File: src/rtl/sdram_port_arbiter.sv
// Three-port arbiter in front of a single-word SDRAM controller: port 0 has strict priority,
// ports 1/2 alternate round-robin, and a free-running timer schedules refresh between accesses.
//
// state   | meaning
// --------+-------------------------------------------------------------
// IDLE    | no command outstanding; pick refresh, port 0, or port 1/2 RR
// ACCESS  | mem_req held for the granted port until mem_ack or timeout
// REFRESH | mem_ref held until mem_ack or timeout
module sdram_port_arbiter #(
    parameter int AW           = 24,
    parameter int DW           = 16,
    parameter int REF_INTERVAL = 1664,
    parameter int TIMEOUT      = 255
) (
    input  logic              clk_sys,
    input  logic              reset,
    input  logic [2:0]        p_req,
    input  logic [3*AW-1:0]   p_addr,
    input  logic [2:0]        p_we,
    input  logic [3*DW-1:0]   p_din,
    input  logic [5:0]        p_be,
    output logic [2:0]        p_ack,
    output logic [DW-1:0]     p_dout,
    output logic              mem_req,
    output logic              mem_ref,
    output logic [AW-1:0]     mem_addr,
    output logic              mem_we,
    output logic [DW-1:0]     mem_din,
    output logic [1:0]        mem_be,
    input  logic              mem_ack,
    input  logic [DW-1:0]     mem_dout,
    output logic              err,
    output logic              ref_miss
);

    localparam int RCW = (REF_INTERVAL > 1) ? $clog2(REF_INTERVAL) : 1;
    localparam int WDW = (TIMEOUT > 1) ? $clog2(TIMEOUT) : 1;
    localparam logic [RCW-1:0] REF_LAST = RCW'(REF_INTERVAL - 1);
    // Watchdog counts down from TIMEOUT-1 so the command is held for exactly TIMEOUT cycles.
    localparam logic [WDW-1:0] WD_LOAD  = WDW'((TIMEOUT > 0) ? TIMEOUT - 1 : 0);

    typedef enum logic [1:0] {
        IDLE    = 2'd0,
        ACCESS  = 2'd1,
        REFRESH = 2'd2
    } state_t;

    state_t         state_q, state_d;
    logic [1:0]     grant_q, grant_d;
    logic           rr_q, rr_d;
    logic [WDW-1:0] wd_q, wd_d;
    logic [RCW-1:0] ref_cnt;
    logic           ref_wrap;
    logic           ref_pend_q, ref_pend_d;
    logic           ref_done;
    logic           wd_expired;
    logic [2:0]     eff_req;
    logic           take;
    logic [1:0]     sel;

    logic           req_d, ref_d, we_d, err_d, miss_d;
    logic [AW-1:0]  addr_d;
    logic [DW-1:0]  din_d, dout_d;
    logic [1:0]     be_d;
    logic [2:0]     ack_d;

    logic [AW-1:0]  addr_v [3];
    logic [DW-1:0]  din_v  [3];
    logic [1:0]     be_v   [3];

    for (genvar i = 0; i < 3; i++) begin : g_port
        assign addr_v[i] = p_addr[i*AW +: AW];
        assign din_v[i]  = p_din[i*DW +: DW];
        assign be_v[i]   = p_be[i*2 +: 2];
    end

    assign ref_wrap   = (ref_cnt == REF_LAST);
    assign wd_expired = (TIMEOUT != 0) && (wd_q == '0);

    always_ff @(posedge clk_sys or posedge reset) begin
        if (reset) begin
            ref_cnt <= '0;
        end else if (ref_wrap) begin
            ref_cnt <= '0;
        end else begin
            ref_cnt <= ref_cnt + RCW'(1);
        end
    end

    always_comb begin
        state_d  = state_q;
        grant_d  = grant_q;
        rr_d     = rr_q;
        wd_d     = wd_q;
        req_d    = mem_req;
        ref_d    = mem_ref;
        addr_d   = mem_addr;
        we_d     = mem_we;
        din_d    = mem_din;
        be_d     = mem_be;
        ack_d    = '0;
        dout_d   = '0;
        err_d    = 1'b0;
        ref_done = 1'b0;
        take     = 1'b0;
        sel      = 2'd0;
        // A port being acked this cycle must re-request before it can win again.
        eff_req  = p_req & ~p_ack;

        case (state_q)
            IDLE: begin
                if (ref_pend_q) begin
                    state_d = REFRESH;
                    ref_d   = 1'b1;
                    wd_d    = WD_LOAD;
                end else if (eff_req[0]) begin
                    take = 1'b1;
                    sel  = 2'd0;
                end else if (eff_req[1] || eff_req[2]) begin
                    take = 1'b1;
                    if (!rr_q) begin
                        sel = eff_req[1] ? 2'd1 : 2'd2;
                    end else begin
                        sel = eff_req[2] ? 2'd2 : 2'd1;
                    end
                    rr_d = (sel == 2'd1);
                end

                if (take) begin
                    state_d = ACCESS;
                    grant_d = sel;
                    req_d   = 1'b1;
                    wd_d    = WD_LOAD;
                    addr_d  = addr_v[sel];
                    we_d    = p_we[sel];
                    din_d   = din_v[sel];
                    be_d    = be_v[sel];
                end
            end

            ACCESS: begin
                if (mem_ack) begin
                    state_d = IDLE;
                    req_d   = 1'b0;
                    ack_d   = 3'b001 << grant_q;
                    dout_d  = mem_dout;
                end else if (wd_expired) begin
                    state_d = IDLE;
                    req_d   = 1'b0;
                    ack_d   = 3'b001 << grant_q;
                    err_d   = 1'b1;
                end else begin
                    wd_d = wd_q - WDW'(1);
                end
            end

            REFRESH: begin
                if (mem_ack) begin
                    state_d  = IDLE;
                    ref_d    = 1'b0;
                    ref_done = 1'b1;
                end else if (wd_expired) begin
                    state_d  = IDLE;
                    ref_d    = 1'b0;
                    ref_done = 1'b1;
                    err_d    = 1'b1;
                end else begin
                    wd_d = wd_q - WDW'(1);
                end
            end

            default: begin
                state_d = IDLE;
                req_d   = 1'b0;
                ref_d   = 1'b0;
            end
        endcase

        // A wrap coinciding with refresh completion re-arms pending rather than clearing it.
        ref_pend_d = ref_pend_q;
        if (ref_done) begin
            ref_pend_d = 1'b0;
        end
        if (ref_wrap) begin
            ref_pend_d = 1'b1;
        end
        miss_d = ref_wrap && ref_pend_q && !ref_done;
    end

    always_ff @(posedge clk_sys or posedge reset) begin
        if (reset) begin
            state_q    <= IDLE;
            grant_q    <= 2'd0;
            rr_q       <= 1'b0;
            wd_q       <= '0;
            ref_pend_q <= 1'b0;
            mem_req    <= 1'b0;
            mem_ref    <= 1'b0;
            mem_addr   <= '0;
            mem_we     <= 1'b0;
            mem_din    <= '0;
            mem_be     <= 2'b00;
            p_ack      <= 3'b000;
            p_dout     <= '0;
            err        <= 1'b0;
            ref_miss   <= 1'b0;
        end else begin
            state_q    <= state_d;
            grant_q    <= grant_d;
            rr_q       <= rr_d;
            wd_q       <= wd_d;
            ref_pend_q <= ref_pend_d;
            mem_req    <= req_d;
            mem_ref    <= ref_d;
            mem_addr   <= addr_d;
            mem_we     <= we_d;
            mem_din    <= din_d;
            mem_be     <= be_d;
            p_ack      <= ack_d;
            p_dout     <= dout_d;
            err        <= err_d;
            ref_miss   <= miss_d;
        end
    end

endmodule

File: config.mk
export PLATFORM = sky130hd
export DESIGN_NAME = sdram_port_arbiter
export DESIGN_NICKNAME = d
export VERILOG_FILES = /design/src/rtl/sdram_port_arbiter.sv
export SDC_FILE = /design/constraint.sdc
export NUM_CORES = 1
export LEC_CHECK = 0
export CAP_MARGIN = 5
export CELL_PAD_IN_SITES_DETAIL_PLACEMENT = 1
export CELL_PAD_IN_SITES_GLOBAL_PLACEMENT = 1
export CORE_AREA = 3 3 125 127
export CTS_BUF_LIST = sky130_fd_sc_hd__clkbuf_16
export DETAILED_ROUTE_END_ITERATION = 12
export DIE_AREA = 0 0 128 130
export GPL_TIMING_DRIVEN = 1
export PLACE_DENSITY_LB_ADDON = 0.05
export SLEW_MARGIN = 40
export SYNTH_ARGS = -nofsm -noshare
export SYNTH_HDL_FRONTEND = slang
export SYNTH_SLANG_ARGS = --single-unit
export TNS_END_PERCENT = 20
File: constraint.sdc
create_clock -name clk_sys -period 5.95 [get_ports clk_sys]
set_input_delay 1.19 -clock clk_sys [delete_from_list [all_inputs] [get_ports clk_sys]]
set_output_delay 1.19 -clock clk_sys [all_outputs]
set_load 0.05 [all_outputs]
Word level (Yosys, flattened, before mapping). Cells that the tools add are included.

Input port bits: 151. Word-level logic and storage cells: 110. Flip-flop bits (word level): 91. Output and inout port bits: 66.

Muxes and demuxes: 55. $lt $le $gt $ge: 2. Add/subtract/negate cells: 2. Reductions and logical operators: 15. Shift-type cells: 1. Equality and inequality tests: 12. Bitwise operators: 7.

Operators by type and width (number): $mux W16 (4); $bmux W24 S2 (1); $mux W24 (2); $mux W2 (17); $bmux W16 S2 (1); $mux W8 (4); $mux W1 (16); $pmux W8 S2 (1); $add A11 B1 Y11 const B (1); $eq A11 B11 Y1 const B (1); $mux W11 (1); $mux W3 (3); $logic_not A8 Y1 (1); $reduce_and A4 Y1 (2); $sub A8 B1 Y8 const B (1); $ne A2 B2 Y1 const B (3); $ne A3 B3 Y1 const B (2); $pmux W1 S3 (2); $reduce_and A3 Y1 (2); $bmux W2 S2 (1); $eq A2 B1 Y1 const B (2); $not A1 Y1 (4); $pmux W2 S2 (1); $reduce_and A2 Y1 (2); other kinds (17) (19).

Logic depth before layout (Yosys ltp).
Word-level depth: 16. Mapped depth: 8. Mapped depth without buffers: 6.

Least setup slack after synthesis. OpenSTA, ideal clock, no wires.

Kind: input to register. Start point: in p_req[1]. End point: reg mem_be[0]. Data arrival time: 2342 ps. Path buffers: 1. Slack: 3531 ps. Stages: 5. Cell sequence: nor2b_1 a2111oi_4 buf_6 a22oi_2 o21ai_1.

Word-level cells in the longest chain between the ends: 15.

Ends and longest elaborated chain: start: declaration (RTL line 17) `input logic [2:0] p_req,`; $and A3 B3 Y3 (*) (RTL line 108) `eff_req = p_req & ~p_ack;`; $mux W2 (RTL line 122) `sel = eff_req[1] ? 2'd1 : 2'd2;`; $mux W2 (RTL line 121) `if (!rr_q) begin`; $mux W2 (RTL line 119) `end else if (eff_req[1] || eff_req[2]) begin`; $mux W2 (RTL line 116) `end else if (eff_req[0]) begin`; $mux W2 (RTL line 112) `if (ref_pend_q) begin`; $mux W2 (RTL line 110) `case (state_q)`; $mux W2 (RTL line 119); $mux W2 (RTL line 116); $mux W2 (RTL line 112); $mux W2 (RTL line 110); $not A2 Y3 (not written as such) (RTL line 137) `be_d = be_v[sel];`; $bmux W2 S2 (RTL line 137); $mux W2 (not written as such) (2 in series) (RTL line 137); end signal: assignment (RTL line 202) `mem_be <= 2'b00;`; end signal: assignment (RTL line 218) `mem_be <= be_d;`; end: declaration (RTL line 29) `output logic [1:0] mem_be,`.

Every way passes the cells marked *; elsewhere a longest branch is shown, timed or not. The select of a mux whose other input is x is not followed. A chain may end at the register's enable or synchronous reset.

Final worst setup path.
Start point: in p_req[0]. End point: reg mem_din[14].

Word-level cells in the longest chain between the ends: 8.

Ends and longest elaborated chain: $and A3 B3 Y3 (*) (RTL line 108); $mux W2 (RTL line 116); $mux W2 (RTL line 112); $mux W2 (RTL line 110); $not A2 Y3 (not written as such) (RTL line 136) `din_d = din_v[sel];`; $bmux W16 S2 (RTL line 136); $mux W16 (not written as such) (2 in series) (RTL line 136); end signal: assignment (RTL line 217) `mem_din <= din_d;`; end: declaration (RTL line 28) `output logic [DW-1:0] mem_din,`.

Marked as above.

==> impl_summary.md <==
Layout
The count of fill cells added during filler insertion is 1612. The net count reported at finish is 815. In the final layout, the multi-input gates occupy 2247 sq um. The sequential cells in the finished layout cover a total of 2277 sq um. Of the cells placed in the final design, the portion with a size suffix greater than 1 is 7.553%. The post-layout instance area is 7310 sq um.

From synthesis to final layout, the design area changed by 53.49%.

Clock network
TritonCTS built the clock tree. The number of buffers on the longest clock path is 2. The H-tree level count is 3.

CTS placed an instance of sky130_fd_sc_hd__clkbuf_16 at the clock tree root. The clock latency on the worst-skew pair is 350 ps. Clock tree synthesis inserted a total of 9 buffers. The tree built by TritonCTS fans out to 91 sinks. The number of post-CTS setup repair buffers is 0.

The post-cts repair resize count is 0. After clock tree synthesis, the clock-pin slew on the worst setup and hold paths is 70 ps. The number of buffers added to fix hold violations after cts is 0.

Logic synthesis
After technology mapping, the gate count stands at 461. After synthesis, the share of flip-flops with an asynchronous set or reset is 100.0%. The mean instance size in the synthesized netlist is 10.33 sq um.

The flop and latch count out of synthesis is 91. In this run, distinct cell masters in the synthesized netlist total 55. After synthesis, the cell types taking the most area are sky130_fd_sc_hd__dfrtp_1, sky130_fd_sc_hd__and3_1, sky130_fd_sc_hd__a32oi_1. Of the synthesized area, sequential elements account for 47.82%. The largest total area in the synthesized netlist belongs to sky130_fd_sc_hd__dfrtp_1. The number of flops mapped to enable cells by yosys is 0. The top cell type's share of synthesized area is 47.82%. The number of nets handed over by synthesis was 619. The synthesized netlist occupies a cell area of 4762 sq um. The top flip-flop cell by instance count after synthesis is sky130_fd_sc_hd__dfrtp_1. Yosys printed 0 warnings.

Pwr
The worst-case IR drop observed on VDD is 0.2424 mV. The ratio of total power to cell area is 506.0 nW/um^2. The static leakage is 2.939 nW.

Global route
In the global route stage, overall resource usage came out at 21.31%. The largest net degree at the start of global routing is 58. The first global-routing pass estimated 27920 um of wire. Global routing used 35.61% of the available met2 tracks. The aggregate global routing overflow is 0. The routing usage on met1 is 28.06%.

The number of antenna violations at the first check in global routing is 1. The via count of the first global-routing pass is 4918. The met3 global-route usage is 3.807%. The global routing stage identified its most utilized layer as met2.

STA
The count of endpoints failing hold in the final timing report is 0. Setup repair after global routing left no endpoint under its margin. The slew at the pin with the worst max-slew slack is 823.5 ps. The fraction of the cycle the final worst path needs is 50.03%. The headroom to the max-slew limit is 45.04%.

The final critical-path required period is 2977 ps. Between clock sinks in the finished design, the worst skew comes to 6.453 ps. The count of final max-slew check failures is 0. Setup violations remaining at the end of the flow were counted as 0. Static timing analysis puts the maximum clock frequency at 335.9 MHz. The post-route setup TNS is 0 ps.

Detailed routing
In the final routed layout, each cell accounts on average for 21.09 um. The detail-routed via count per cell is 5.525. In the routed design, unresolved DRC markers number 0. The final layout contains routed wiring with a total length of 17860 um. The total number of vias is 4680. The first routing iteration left 223 violations. The first-pass iteration count of the detailed router is 4.

The count of nets left with antenna violations once routing finished came out at 0.

Critical path
Traced cell by cell, the critical path runs through clkdlybuf4s50_1 > nor2b_1 > buf_4 > o31ai_4 > buf_4 > a22oi_1 > o21ai_0. On the critical path the largest part of the delay comes from buffers and inverters. The worst register-to-register path begins at ref_pend_q$_DFFE_PP0P_.

The path depth of the worst reg2reg path is 5. The startpoint type of the worst setup path is a primary input. In this design, the critical path's most frequently occurring cell is sky130_fd_sc_hd__buf_4. Among all stages on the critical path, the largest delay is contributed by sky130_fd_sc_hd__buf_4.

The delay of the slowest cell on the worst path is 590 ps. STA puts the critical path data required time at 6200 ps. The worst register-to-register path ends at mem_din[12]$_DFFE_PP0P_. The type of the setup path with the least slack is in2reg. In this run the worst path has a maximum fanout of 57. The kind of end point of the critical path is a flop. The critical path buffer and inverter count is 3.

The flop-to-flop setup slack is 3470 ps. For the worst setup path, the data arrival time is 3220 ps.

Die
The die covers 16640 sq um. The starting density of the core is 32.77%. The placeable core region is 14530 sq um.

The overall die width is 128 um. The vertical die dimension is 130 um. In this run the count of I/O pins placed on the die edge is 217. The floorplan has 44 rows.

Placed design
At the end of routability-driven placement, the weighted congestion stood at 0.7869. Port buffering added 216 buffers. The HPWL after detailed placement is 12890 um. The post-detailed-placement cell area is 7036 sq um.

Min path
The path type of the worst min-delay path is reg2reg. The endpoint of the worst hold-timing path is p_ack[1]$_DFF_PP0_. Counting instances, the worst hold path has a depth of 1. The worst hold path begins at grant_q[1]$_DFFE_PP0P_.

Job
Across the run, the number of max-cap violations was 0.

Outcome
The run finished with clean final reports.
==> cell usage after synthesis (all sizes together) (3+ instances only) <==
master / number
dfrtp: 91
and3: 43
o21ai: 38
a22oi: 27
a32oi: 27
clkbuf: 24
a21oi: 22
nand2: 18
buf: 15
inv: 15
or3: 14
o22ai: 13
nand3: 11
o32ai: 11
nor2: 8
o211ai: 8
ha: 7
nand2b: 6
or4: 6
mux2i: 5
nor2b: 5
a31oi: 4
nor3: 4
xnor2: 4
a211oi: 3
nand4: 3
nor3b: 3
nor4: 3
o22a: 3
==> metrics by stage <==
step	util, %	cells	power, mW	worst slack (ps)	hold slack (ps)
2_1_floorplan	-	461	2.457	2396	444.9
3_3_place_gp	48.33	830	3.133	1998	464.0
3_5_place_dp	48.41	830	3.193	2631	468.7
4_1_cts	50.28	846	3.742	2987	477.1
5_1_grt	50.29	847	3.950	2787	488.2
6_report	50.29	847	3.699	2973	481.2
==> state kept, by name (all words and copies together) (netlist names), 3 cells and up <==
register / count
mem_din: 16
mem_addr: 24
wd_q: 8
p_dout: 16
ref_cnt: 11
p_ack: 3
==> per-layer routing <==
layer | vias up | wire length (um)
met2 | 139 | 8858
met4 | 0 | 361
met3 | 19 | 982
met5 | - | 0
li1 | 2171 | -
met1 | 2351 | 7658
==> cell usage in the layout, fill, tap and decap left out, types with 5 or more instances in the layout <==
master,netlist,final
sky130_fd_sc_hd__o21ai_1,15,15
sky130_fd_sc_hd__buf_4,1,8
sky130_fd_sc_hd__clkbuf_16,0,9
sky130_fd_sc_hd__nor2_1,8,8
sky130_fd_sc_hd__or4_1,6,6
sky130_fd_sc_hd__o21ai_0,18,18
sky130_fd_sc_hd__mux2i_1,5,5
sky130_fd_sc_hd__o21ai_2,5,5
sky130_fd_sc_hd__ha_1,7,7
sky130_fd_sc_hd__and3_1,43,43
sky130_fd_sc_hd__dfrtp_1,91,91
sky130_fd_sc_hd__a32oi_1,27,27
sky130_fd_sc_hd__nand3_1,11,11
sky130_fd_sc_hd__nand2_1,18,17
sky130_fd_sc_hd__o22ai_1,13,13
sky130_fd_sc_hd__o211ai_1,6,6
sky130_fd_sc_hd__o32ai_1,11,11
sky130_fd_sc_hd__clkdlybuf4s50_1,0,216
sky130_fd_sc_hd__a22oi_2,9,9
sky130_fd_sc_hd__a22oi_1,18,18
sky130_fd_sc_hd__or3_1,14,14
sky130_fd_sc_hd__a21oi_1,21,21
sky130_fd_sc_hd__inv_1,15,15
==> kinds of logic (layout without fill, tap and decap cells) <==
kind of cell             after synthesis  count (layout)  synth area share [%]
multiplexers                           5               5                 1.051
other                                  0               1                     0
adder cells (fa/ha/maj)                7               7                 1.839
AND/OR/NAND/NOR                      128             128                 15.76
buffers and inverters                 54             255                 5.229
AO/OA/AOI/OAI                        170             170                 27.19
flip-flops                            91              91                 47.82
XOR/XNOR                               6               6                 1.104
==> cell type report <==
cell class	count	share of cell area [%]
Clock inverter	7	0.6333
Sequential cell	91	31.15
Antenna cell	1	0.03423
Multi-Input combinational cell	316	30.74
Timing Repair Buffer	224	30.40
Inverter	15	0.8045
Tap cell	184	3.150
Clock buffer	9	3.081
==> report_power, final <==
part	total, mW	internal [mW]	switching, mW
sequential	0.966	0.828	0.138
combinational	2.20	0.784	1.42
clock	0.532	0.281	0.252
total	3.70	1.89	1.81
==> worst max-delay path by stage <==
| stage | from | end | slack [ps] | depth (start not counted) |
|---|---|---|---|---|
| 2_1_floorplan | reset | err$_DFF_PP0_ | 2400 | 1 |
| 3_3_place_gp | p_req[0] | mem_addr[6]$_DFFE_PP0P_ | 2000 | 5 |
| 3_5_place_dp | p_req[0] | wd_q[2]$_DFFE_PP0P_ | 2630 | 5 |
| 4_1_cts | p_req[0] | mem_din[14]$_DFFE_PP0P_ | 2990 | 7 |
| 5_1_grt | p_req[0] | mem_din[12]$_DFFE_PP0P_ | 2790 | 7 |
| 6_report | p_req[0] | mem_din[14]$_DFFE_PP0P_ | 2970 | 7 |
Note: power is estimated with default switching activity, not from simulation.
